===== src/rtl/vanilla_dmem_arbiter.sv =====
// Two-way arbiter sharing the tile DMEM between the core and remote requests.
// Optional VANILLA_DMEM_ARB_PERF_EN adds conflict/force performance counters.
module vanilla_dmem_arbiter #(
  parameter int data_width_p   = 32,
  parameter int dmem_size_p    = 1024,
  parameter int starve_limit_p = 4,
  localparam int data_mask_width_lp  = data_width_p >> 3,
  localparam int dmem_addr_width_lp  = (dmem_size_p > 1) ? $clog2(dmem_size_p) : 1,
  localparam int starve_cnt_width_lp = (starve_limit_p + 1 > 1) ? $clog2(starve_limit_p + 1) : 1
) (
  input  logic                          clk_i,
  input  logic                          reset_n_i,

  input  logic                          core_v_i,
  input  logic                          core_w_i,
  input  logic [dmem_addr_width_lp-1:0] core_addr_i,
  input  logic [data_width_p-1:0]       core_data_i,
  input  logic [data_mask_width_lp-1:0] core_mask_i,
  output logic                          core_yumi_o,
  output logic                          core_data_v_o,
  output logic [data_width_p-1:0]       core_data_o,

  input  logic                          remote_v_i,
  input  logic                          remote_w_i,
  input  logic [dmem_addr_width_lp-1:0] remote_addr_i,
  input  logic [data_width_p-1:0]       remote_data_i,
  input  logic [data_mask_width_lp-1:0] remote_mask_i,
  output logic                          remote_yumi_o,
  output logic                          remote_data_v_o,
  output logic [data_width_p-1:0]       remote_data_o,

  output logic                          mem_v_o,
  output logic                          mem_w_o,
  output logic [dmem_addr_width_lp-1:0] mem_addr_o,
  output logic [data_width_p-1:0]       mem_data_o,
  output logic [data_mask_width_lp-1:0] mem_mask_o,
  input  logic [data_width_p-1:0]       mem_data_i
`ifdef VANILLA_DMEM_ARB_PERF_EN
  ,
  output logic [31:0]                   conflict_cnt_o,
  output logic [31:0]                   force_cnt_o
`endif
);

  // rd_owner_r | meaning
  // NONE       | no read in flight
  // CORE       | read data next cycle belongs to the core
  // REMOTE     | read data next cycle belongs to the remote path
  localparam logic [1:0] owner_none_lp   = 2'd0;
  localparam logic [1:0] owner_core_lp   = 2'd1;
  localparam logic [1:0] owner_remote_lp = 2'd2;

  localparam logic [starve_cnt_width_lp-1:0] starve_limit_lp =
    starve_cnt_width_lp'(starve_limit_p);

  logic [starve_cnt_width_lp-1:0] starve_cnt_r;
  logic [1:0]                     rd_owner_r;
  logic                           rd_pending_r;

  logic force_remote;
  logic remote_grant;
  logic core_grant;
  logic core_rd;
  logic remote_rd;

  assign force_remote = (starve_cnt_r == starve_limit_lp);
  // Reset gating keeps every handshake and the DMEM enable quiet while held.
  assign remote_grant = reset_n_i & remote_v_i & (~core_v_i | force_remote);
  assign core_grant   = reset_n_i & core_v_i & ~remote_grant;
  assign core_rd      = core_grant & ~core_w_i;
  assign remote_rd    = remote_grant & ~remote_w_i;

  assign core_yumi_o   = core_grant;
  assign remote_yumi_o = remote_grant;

  assign mem_v_o    = core_grant | remote_grant;
  assign mem_w_o    = remote_grant ? remote_w_i    : core_w_i;
  assign mem_addr_o = remote_grant ? remote_addr_i : core_addr_i;
  assign mem_data_o = remote_grant ? remote_data_i : core_data_i;
  assign mem_mask_o = remote_grant ? remote_mask_i : core_mask_i;

  assign core_data_v_o   = rd_pending_r & (rd_owner_r == owner_core_lp);
  assign remote_data_v_o = rd_pending_r & (rd_owner_r == owner_remote_lp);
  assign core_data_o     = mem_data_i;
  assign remote_data_o   = mem_data_i;

  always_ff @(posedge clk_i or negedge reset_n_i) begin
    if (!reset_n_i) begin
      starve_cnt_r <= '0;
    end else if (remote_grant || !remote_v_i) begin
      starve_cnt_r <= '0;
    end else if (core_grant && (starve_cnt_r != starve_limit_lp)) begin
      starve_cnt_r <= starve_cnt_r + 1'b1;
    end
  end

  always_ff @(posedge clk_i or negedge reset_n_i) begin
    if (!reset_n_i) begin
      rd_pending_r <= 1'b0;
      rd_owner_r   <= owner_none_lp;
    end else begin
      rd_pending_r <= core_rd | remote_rd;
      if (remote_rd)
        rd_owner_r <= owner_remote_lp;
      else if (core_rd)
        rd_owner_r <= owner_core_lp;
      else
        rd_owner_r <= owner_none_lp;
    end
  end

`ifdef VANILLA_DMEM_ARB_PERF_EN
  logic [31:0] conflict_cnt_r;
  logic [31:0] force_cnt_r;

  // A forced grant is one where the remote side won over a valid core request.
  always_ff @(posedge clk_i or negedge reset_n_i) begin
    if (!reset_n_i) begin
      conflict_cnt_r <= '0;
      force_cnt_r    <= '0;
    end else begin
      if (core_v_i && remote_v_i)
        conflict_cnt_r <= conflict_cnt_r + 32'd1;
      if (remote_grant && force_remote && core_v_i)
        force_cnt_r <= force_cnt_r + 32'd1;
    end
  end

  assign conflict_cnt_o = conflict_cnt_r;
  assign force_cnt_o    = force_cnt_r;
`endif

endmodule


===== config.mk =====
export PLATFORM = sky130hd
export DESIGN_NAME = vanilla_dmem_arbiter
export DESIGN_NICKNAME = d
export VERILOG_FILES = /design/src/rtl/vanilla_dmem_arbiter.sv
export SDC_FILE = /design/constraint.sdc
export NUM_CORES = 1
export LEC_CHECK = 0
export BUFFER_PORTS_ARGS = -buffer_cell sky130_fd_sc_hd__buf_2
export CORE_AREA = 2 2 96 98
export DETAILED_ROUTE_END_ITERATION = 10
export DIE_AREA = 0 0 98 100
export PLACE_DENSITY = 0.61
export SETUP_SLACK_MARGIN = 0.3
export SLEW_MARGIN = 0
export SYNTH_ARGS = -nofsm -noshare
export SYNTH_HDL_FRONTEND = slang
export SYNTH_SLANG_ARGS = --single-unit

===== constraint.sdc =====
create_clock -name clk_i -period 1.9 [get_ports clk_i]
set_clock_uncertainty 0.15 [all_clocks]
set_input_delay 0.285 -clock clk_i [delete_from_list [all_inputs] [get_ports clk_i]]
set_output_delay 0.285 -clock clk_i [all_outputs]
set_load 0.01 [all_outputs]

==> results of run 1 <==
==> layout by cell type (no fill, tap or decap), drive strengths merged <==
cell           n
a21boi         1
or2            1
clkbuf         5
mux2i          1
nor3b          1
mux2          47
nand4b         1
a21bo          1
inv            3
and3           1
dlygate4sd3    1
nor2           6
o21ai          1
nand2          3
and3b          1
nor3           1
buf          171
o22ai          1
o21a           1
nor2b          1
and2           1
ha             2
dfrtp          6
==> layer usage <==
layer,share of wire (%),up-vias
met5,0,-
met4,0.54,0
met3,11,4
met2,51,95
met1,37,663
li1,-,656
==> sequential cells by signal, indices dropped and copies added, names as in the netlist <==
name,flops
rd_owner_r,2
rd_pending_r,1
starve_cnt_r,3
==> timing repair <==
item / 4_1_cts / 5_1_grt
hold endpoints to repair: 6 / 0
gates cloned: 2 / 2
gates resized for setup: 37 / 31
setup endpoints to repair: 50 / 52
setup buffers: 5 / 8
pin swaps: 0 / 4
hold buffers: 1 / 0
==> per-stage QoR <==
| stage | std cells | area (µm²) | utilization [%] | setup WS [ns] | TNS (ns) |
|---|---|---|---|---|---|
| CTS | 359 | 2350 | 26.5 | -0.452 | -19.45 |
| detailed placement | 348 | 1990 | 22.4 | -0.232 | -8.69 |
| floorplan | 151 | 1620 | - | -0.0533 | -2.34 |
| global route | 369 | 2620 | 29.5 | -0.483 | -22.01 |
| finish | 369 | 2620 | 29.5 | -0.431 | -19.43 |
| global placement | 348 | 1990 | 22.4 | -0.186 | -6.87 |
==> kinds of logic (layout without fill, tap and decap cells) <==
kind of cell	after synthesis	in the layout	synth area share, %
muxes	48	48	43.9
AOI/OAI and AO/OA	5	5	2.25
and+or+nand+nor	17	17	5.82
buffers and inverters	73	180	37.1
adders and majority gates	2	2	1.55
DFF	6	6	9.32
==> worst min-delay path by stage <==
stage                     from         endpoint  slack (ns)  cells past startpoint
finish              remote_w_i    rd_owner_r[1]        0.11                      2
global route        remote_w_i    rd_owner_r[1]        0.12                      2
CTS                 remote_w_i    rd_owner_r[1]         0.1                      2
detailed placement   reset_n_i  starve_cnt_r[2]        0.08                      2
global placement     reset_n_i  starve_cnt_r[2]        0.08                      2
floorplan            reset_n_i    rd_owner_r[0]       -0.16                      0
==> report_power, final <==
part	leakage, nW	internal (mW)	total, mW	switching, mW
combinational	1.28	0.369	0.555	0.186
clock	0.0216	0.136	0.187	0.0512
sequential	0.0817	0.133	0.135	0.00216
==> final cells by class <==
type	count	area share, %
inverters	3	0.429
flip-flops and latches	6	5.72
well taps	111	5.29
multi-input cells	72	34.5
clock buffers	3	1.57
repair buffers	174	52.5
==> parameters.txt, run 1 <==
Parameter                              Value

Outcome
  Result of the run    finished, violations left
  Violated checks    negative setup slack

Critical path
  Critical path startpoint    starve_cnt_r[0]
  CP max-delay cell    sky130_fd_sc_hd__dfrtp_1
  Type of origin of the critical path    flop
  Worst path cell trace    inv_2 > ha_4 > a21bo_4 > and3_4 > buf_12 > clkbuf_16 > mux2_4 > buf_6
  Family with the most delay on the worst path    buffers and inverters
  Cell count along the critical path    8
  Worst R2R Setup Slack    -0.07 ns
  Worst Path Arrival    1.90 ns
  Worst reg2reg path depth    10
  Biggest fanout along the worst timing path    5
  Critical path destination    mem_data_o[9]
  Startpoint of the worst-slack reg-to-reg timing path    starve_cnt_r[0]
  Longest individual stage delay on the worst path    0.36 ns
  Category of the critical setup timing path    reg2out
  Capturing point of the worst reg2reg path    rd_pending_r
  Crit path buffers/inverters    4
  Required @ worst endpoint    1.46 ns
  Endpoint type of the worst setup path    output port

GRT
  Via count of the first global-routing pass    1358
  M3 GR Usage    under 10%
  GR Util met1    9.39%
  Sum of overflow across all layers after global routing    0
  Global routing's busiest layer    met2
  Pin count of the biggest net entering global routing    27
  Initial antenna violation count    0
  GR Util All Layers    7.89%
  Wire length of the first global-routing pass    around 6400 µm
  Met2 capacity usage during global routing    a little over an eighth

Clock tree
  Number of buffers on the longest clock path    2
  CTS sink count    6
  Clock Latency Late Sink    around 0.22 ns
  Deepest level of the CTS H-tree    1
  CTS tree    built
  Clock-pin slew of the registers on the worst-case setup and hold paths    roughly 0.040 ns
  Cell at the root of the clock tree    sky130_fd_sc_hd__clkbuf_8
  TritonCTS Buffers    3

Logic synthesis
  Share of synthesized area occupied by flip-flops and latches    approximately a tenth
  Most used standard cells in the synthesized netlist    64 x sky130_fd_sc_hd__buf_4, 45 x sky130_fd_sc_hd__mux2_4, 6 x sky130_fd_sc_hd__dfrtp_1, 6 x sky130_fd_sc_hd__nor2_1, 4 x sky130_fd_sc_hd__buf_12
  Leading cell types by total area after synthesis    sky130_fd_sc_hd__mux2_4 42%, sky130_fd_sc_hd__buf_4 30%, sky130_fd_sc_hd__dfrtp_1 9.3%
  Net count after synthesis    around 280
  Fraction of registers with async set or reset after synthesis    100%
  Number of distinct library cells after synthesis    25
  Share of the synthesized area in the top cell type    41.9%
  Number of warning messages in the yosys log    0
  Main synth FF type    sky130_fd_sc_hd__dfrtp_1
  Syn Area/Cell    10.7 µm²
  Synthesis-stage register bit count    6
  Number of flops mapped to enable cells by yosys    0
  Netlist Area Pre-Place    1610 µm²
  Biggest area consumer among synthesized cells    sky130_fd_sc_hd__mux2_4
  Library cell with the highest instance count after synthesis    sky130_fd_sc_hd__buf_4
  Synthesized netlist cell count    151

Timing
  Max-slew headroom    80.1%
  Endpoints failing setup    50
  Setup repair after global routing missed its margin    true
  Timing-limited maximum frequency    429 MHz
  Number of endpoints with negative hold slack in the final report    0
  Post-layout minimum cycle time    approximately 2.3 ns
  Share of the clock period used by the worst path    123%
  Worst hold slack after final layout    0.106 ns
  Worst Tran Pin Value    between 0.2 and 0.3 ns
  Max-slew violations    0
  Min setup slack post-route    -0.431 ns

Routing
  Detailed-routing iteration count for the pre-antenna-repair pass    4
  Detailed-route wire length    4670 µm
  Routed wire per std cell    12.7 µm
  Number of antenna-violating nets in the routed design    0
  Iteration-0 DRC count of the detailed router    11
  Number of vias per cell    3.84
  Via count of the routed design    1418
  DRC    0

Layout
  Antenna diode instance count    0
  Layout-stage area growth over the synthesis result    62.8%
  Share of final-layout standard cells stronger than drive strength 1    89.9%
  Total area of sequential cells    150 µm²
  Number of nets in the layout    392
  Area taken by multi-input logic gates    905 µm²
  Layout filler cell count    916

Place
  Global placer's final weighted congestion    0.660
  Final HPWL from detailed placement    3270 µm
  Input/output buffers    149

Run
  Max-cap violation count    0

Die
  Core box area    8890 µm²
  Rows    35
  DIE AREA    9800 µm²
  Boundary pin count    between 200 and 250
  Initial core utilization    18.1%
  Y dimension of the die    100 µm
  Width of the chip    approximately 98 µm

Power
  Design Power    between 0.8 and 0.9 mW
  Pwr dens    334 nW/µm²
  Leakage component of the power    between 1 and 1.5 nW
  Highest ir drop seen on vdd    0.277 mV

Min path
  Type of the tightest min-delay check    in2reg
Note: power is estimated with default switching activity, not from simulation.
==> run 2, diff against run 1 <==
Settings changed: CTS_BUF_LIST set to sky130_fd_sc_hd__clkbuf_4 sky130_fd_sc_hd__clkbuf_8 sky130_fd_sc_hd__clkbuf_16, SKIP_LAST_GASP set to 1, SLEW_MARGIN 0 to 25.
==> run 2 against run 1 <==
Effect of this change:
- the flow still finishes with violations (negative setup slack)
- combinational power down 10%
- cell area is 6.7% lower
- count of clock-buffer cells in the layout unchanged
- wire length fell by 3.5%
- sequential share of layout area rose by 0.41 points
- largest power group unchanged
- global-route usage is 0.41 points lower
- fmax up 0.14%
- critical path depth unchanged
==> parameters.txt, run 2 (synthesized netlist as in run 1, its figures left out) <==
Parameter                              Value

Routing
  Detailed-routing iteration count for the pre-antenna-repair pass    4 (unchanged)
  Routed wire per std cell    12.2 µm (-3.5%)
  Detailed-route wire length    4500 µm (-3.5%)
  Met3 Wirelength    550 µm (+3.4%)
  Detailed-route wire length on metal 1    1720 µm (-0.87%)
  Number of antenna-violating nets in the routed design    0 (unchanged)
  DRC    0 (unchanged)
  Number of vias per cell    3.82 (-0.71%)
  Top Metal Used    met4
  Iteration-0 DRC count of the detailed router    13 (+2)
  Metal2 WL    2210 µm (-7.0%)
  Via count of the routed design    1408 (-0.71%)

Die
  DIE AREA    9800 µm² (unchanged)
  Width of the chip    98 µm (unchanged)
  Core box area    8890 µm² (unchanged)
  Y dimension of the die    100 µm (unchanged)
  Boundary pin count    246 (unchanged)
  Rows    35 (unchanged)
  Initial core utilization    18.1% (unchanged)

Critical path
  Worst reg2reg path depth    10 (unchanged)
  Biggest fanout along the worst timing path    5 (unchanged)
  Required @ worst endpoint    1.46 ns (about the same)
  Category of the critical setup timing path    reg2out
  Endpoint type of the worst setup path    output port
  Type of origin of the critical path    flop
  Worst Path Arrival    1.89 ns (about the same)

Clock tree
  CTS tree    built
  Clock-pin slew of the registers on the worst-case setup and hold paths    0.04 ns (about the same)
  TritonCTS Buffers    3 (unchanged)
  Cell at the root of the clock tree    sky130_fd_sc_hd__clkbuf_8
  Deepest level of the CTS H-tree    1 (unchanged)
  CTS sink count    6 (unchanged)
  Clock Latency Late Sink    0.22 ns (about the same)
  Number of buffers on the longest clock path    2 (unchanged)

Outcome
  Violated checks    negative setup slack
  Result of the run    finished, violations left

GRT
  Initial antenna violation count    0 (unchanged)
  Via count of the first global-routing pass    1317 (-3.0%)
  Pin count of the biggest net entering global routing    27 (unchanged)
  GR Util All Layers    7.48% (-0.41 points)
  Wire length of the first global-routing pass    6090 µm (-4.9%)
  Sum of overflow across all layers after global routing    0 (unchanged)

Power
  Highest ir drop seen on vdd    0.281 mV (+1.4%)
  Design Power    0.819 mW (-6.6%)
  Leakage component of the power    1.32 nW (-4.7%)
  Pwr dens    334 nW/µm² (about the same)

Layout
  Layout-stage area growth over the synthesis result    51.9%
  Total area of sequential cells    150 µm² (unchanged)
  Leading cell type in the layout, fill and taps excluded    sky130_fd_sc_hd__buf_2
  Number of nets in the layout    392 (unchanged)
  Final Util    27.5% (-2.0 points)
  Antenna diode instance count    0 (unchanged)
  Register containing the most flip-flops in the final layout    starve_cnt_r
  Area taken by multi-input logic gates    892 µm² (-1.4%)
  Share of final-layout standard cells stronger than drive strength 1    89.5% (-0.39 points)
  Leading cell types in the layout, fill and taps excluded    126 x sky130_fd_sc_hd__buf_2, 45 x sky130_fd_sc_hd__mux2_4, 27 x sky130_fd_sc_hd__buf_6
  Layout filler cell count    939 (+2.5%)
  Registers with the highest flip-flop counts    starve_cnt_r (3), rd_owner_r (2), rd_pending_r (1)
  Number of flip-flops under the largest register name    3 (unchanged)

Timing
  Min setup slack post-route    -0.427 ns (+0.00334 ns)
  Setup repair after global routing missed its margin    true
  Number of endpoints with negative hold slack in the final report    0 (unchanged)
  Worst Tran Pin Value    0.290 ns (-0.00705 ns)
  Timing-limited maximum frequency    430 MHz (+0.14%)
  Endpoints failing setup    50 (unchanged)
  Max-slew headroom    80.6% (+0.47 points)
  Share of the clock period used by the worst path    122% (-0.18 points)
  Max-slew violations    0 (unchanged)
  Post-layout minimum cycle time    2.33 ns (-0.00334 ns)

Place
  Global placer's final weighted congestion    0.660 (unchanged)
  Input/output buffers    149 (unchanged)
  Final HPWL from detailed placement    3270 µm (unchanged)

Run
  Max-cap violation count    0 (unchanged)

Min path
  Type of the tightest min-delay check    in2reg
  Hold path depth    2 (unchanged)
-- run 2: cell counts in the layout (fill, tap and decap cells not counted) --
Identical to the previous run, type by type.
-- run 2: worst max-delay path, cell delays in order (launching register included) --
cell	delay [ns]
sky130_fd_sc_hd__dfrtp_1	0.36
sky130_fd_sc_hd__inv_2	0.06
sky130_fd_sc_hd__ha_4	0.16
sky130_fd_sc_hd__a21bo_4	0.20
sky130_fd_sc_hd__and3_4	0.19
sky130_fd_sc_hd__buf_12	0.14
sky130_fd_sc_hd__clkbuf_16	0.14
sky130_fd_sc_hd__mux2_4	0.29
sky130_fd_sc_hd__buf_6	0.12
-- run 2: final timing paths --
| kind | start | end | slack (ns) |
|---|---|---|---|
| max | starve_cnt_r[0] | mem_data_o[9] | -0.43 |
| max in group asynchronous | reset_n_i | rd_owner_r[0] | 0.88 |
| min in group asynchronous | reset_n_i | starve_cnt_r[2] | 0.49 |
| min reg2reg | starve_cnt_r[2] | starve_cnt_r[2] | 0.45 |
| min | remote_w_i | rd_owner_r[1] | 0.11 |
| max reg2reg | starve_cnt_r[0] | rd_pending_r | -0.07 |
-- run 2: per-stage QoR --
| stage | instances | setup WS (ns) | hold slack, ns | instance area, µm² | TNS (ns) |
|---|---|---|---|---|---|
| 2_1_floorplan | 151 | -0.0533 | -0.161 | 1620 | -2.34 |
| 3_3_place_gp | 348 | -0.186 | 0.0803 | 1990 | -6.87 |
| 3_5_place_dp | 348 | -0.232 | 0.0767 | 1990 | -8.69 |
| 4_1_cts | 359 | -0.452 | 0.0990 | 2200 | -19.64 |
| 5_1_grt | 369 | -0.484 | 0.117 | 2450 | -22.32 |
| 6_report | 369 | -0.427 | 0.107 | 2450 | -19.39 |
-- run 2: routing by layer --
layer	up-vias	global-route usage (%)
met1	651	9.31
met2	96	12.0
met3	4	3.41
met5	-	0
li1	657	-
met4	0	1.50
-- run 2: cell type report --
type                       instances  area share (%)
multi-input combinational         72            36.4
tap                              111            5.67
clock buffer                       3            1.69
inverter                           3           0.460
timing repair buffer             174            49.6
sequential                         6            6.13
-- run 2: timing repair --
item / 4_1_cts / 5_1_grt
gates resized for setup: 13 / 25
hold endpoints to repair: 6 / 0
hold buffers: 1 / 0
cloned: 2 / 2
setup buffers: 5 / 8
setup endpoints to repair: 50 / 52
pin swaps: 0 / 4
-- run 2: report_power, final --
part,switching [mW],internal [mW]
logic,0.175,0.322
clock network,0.0509,0.136
registers,0.00216,0.133
total,0.228,0.591
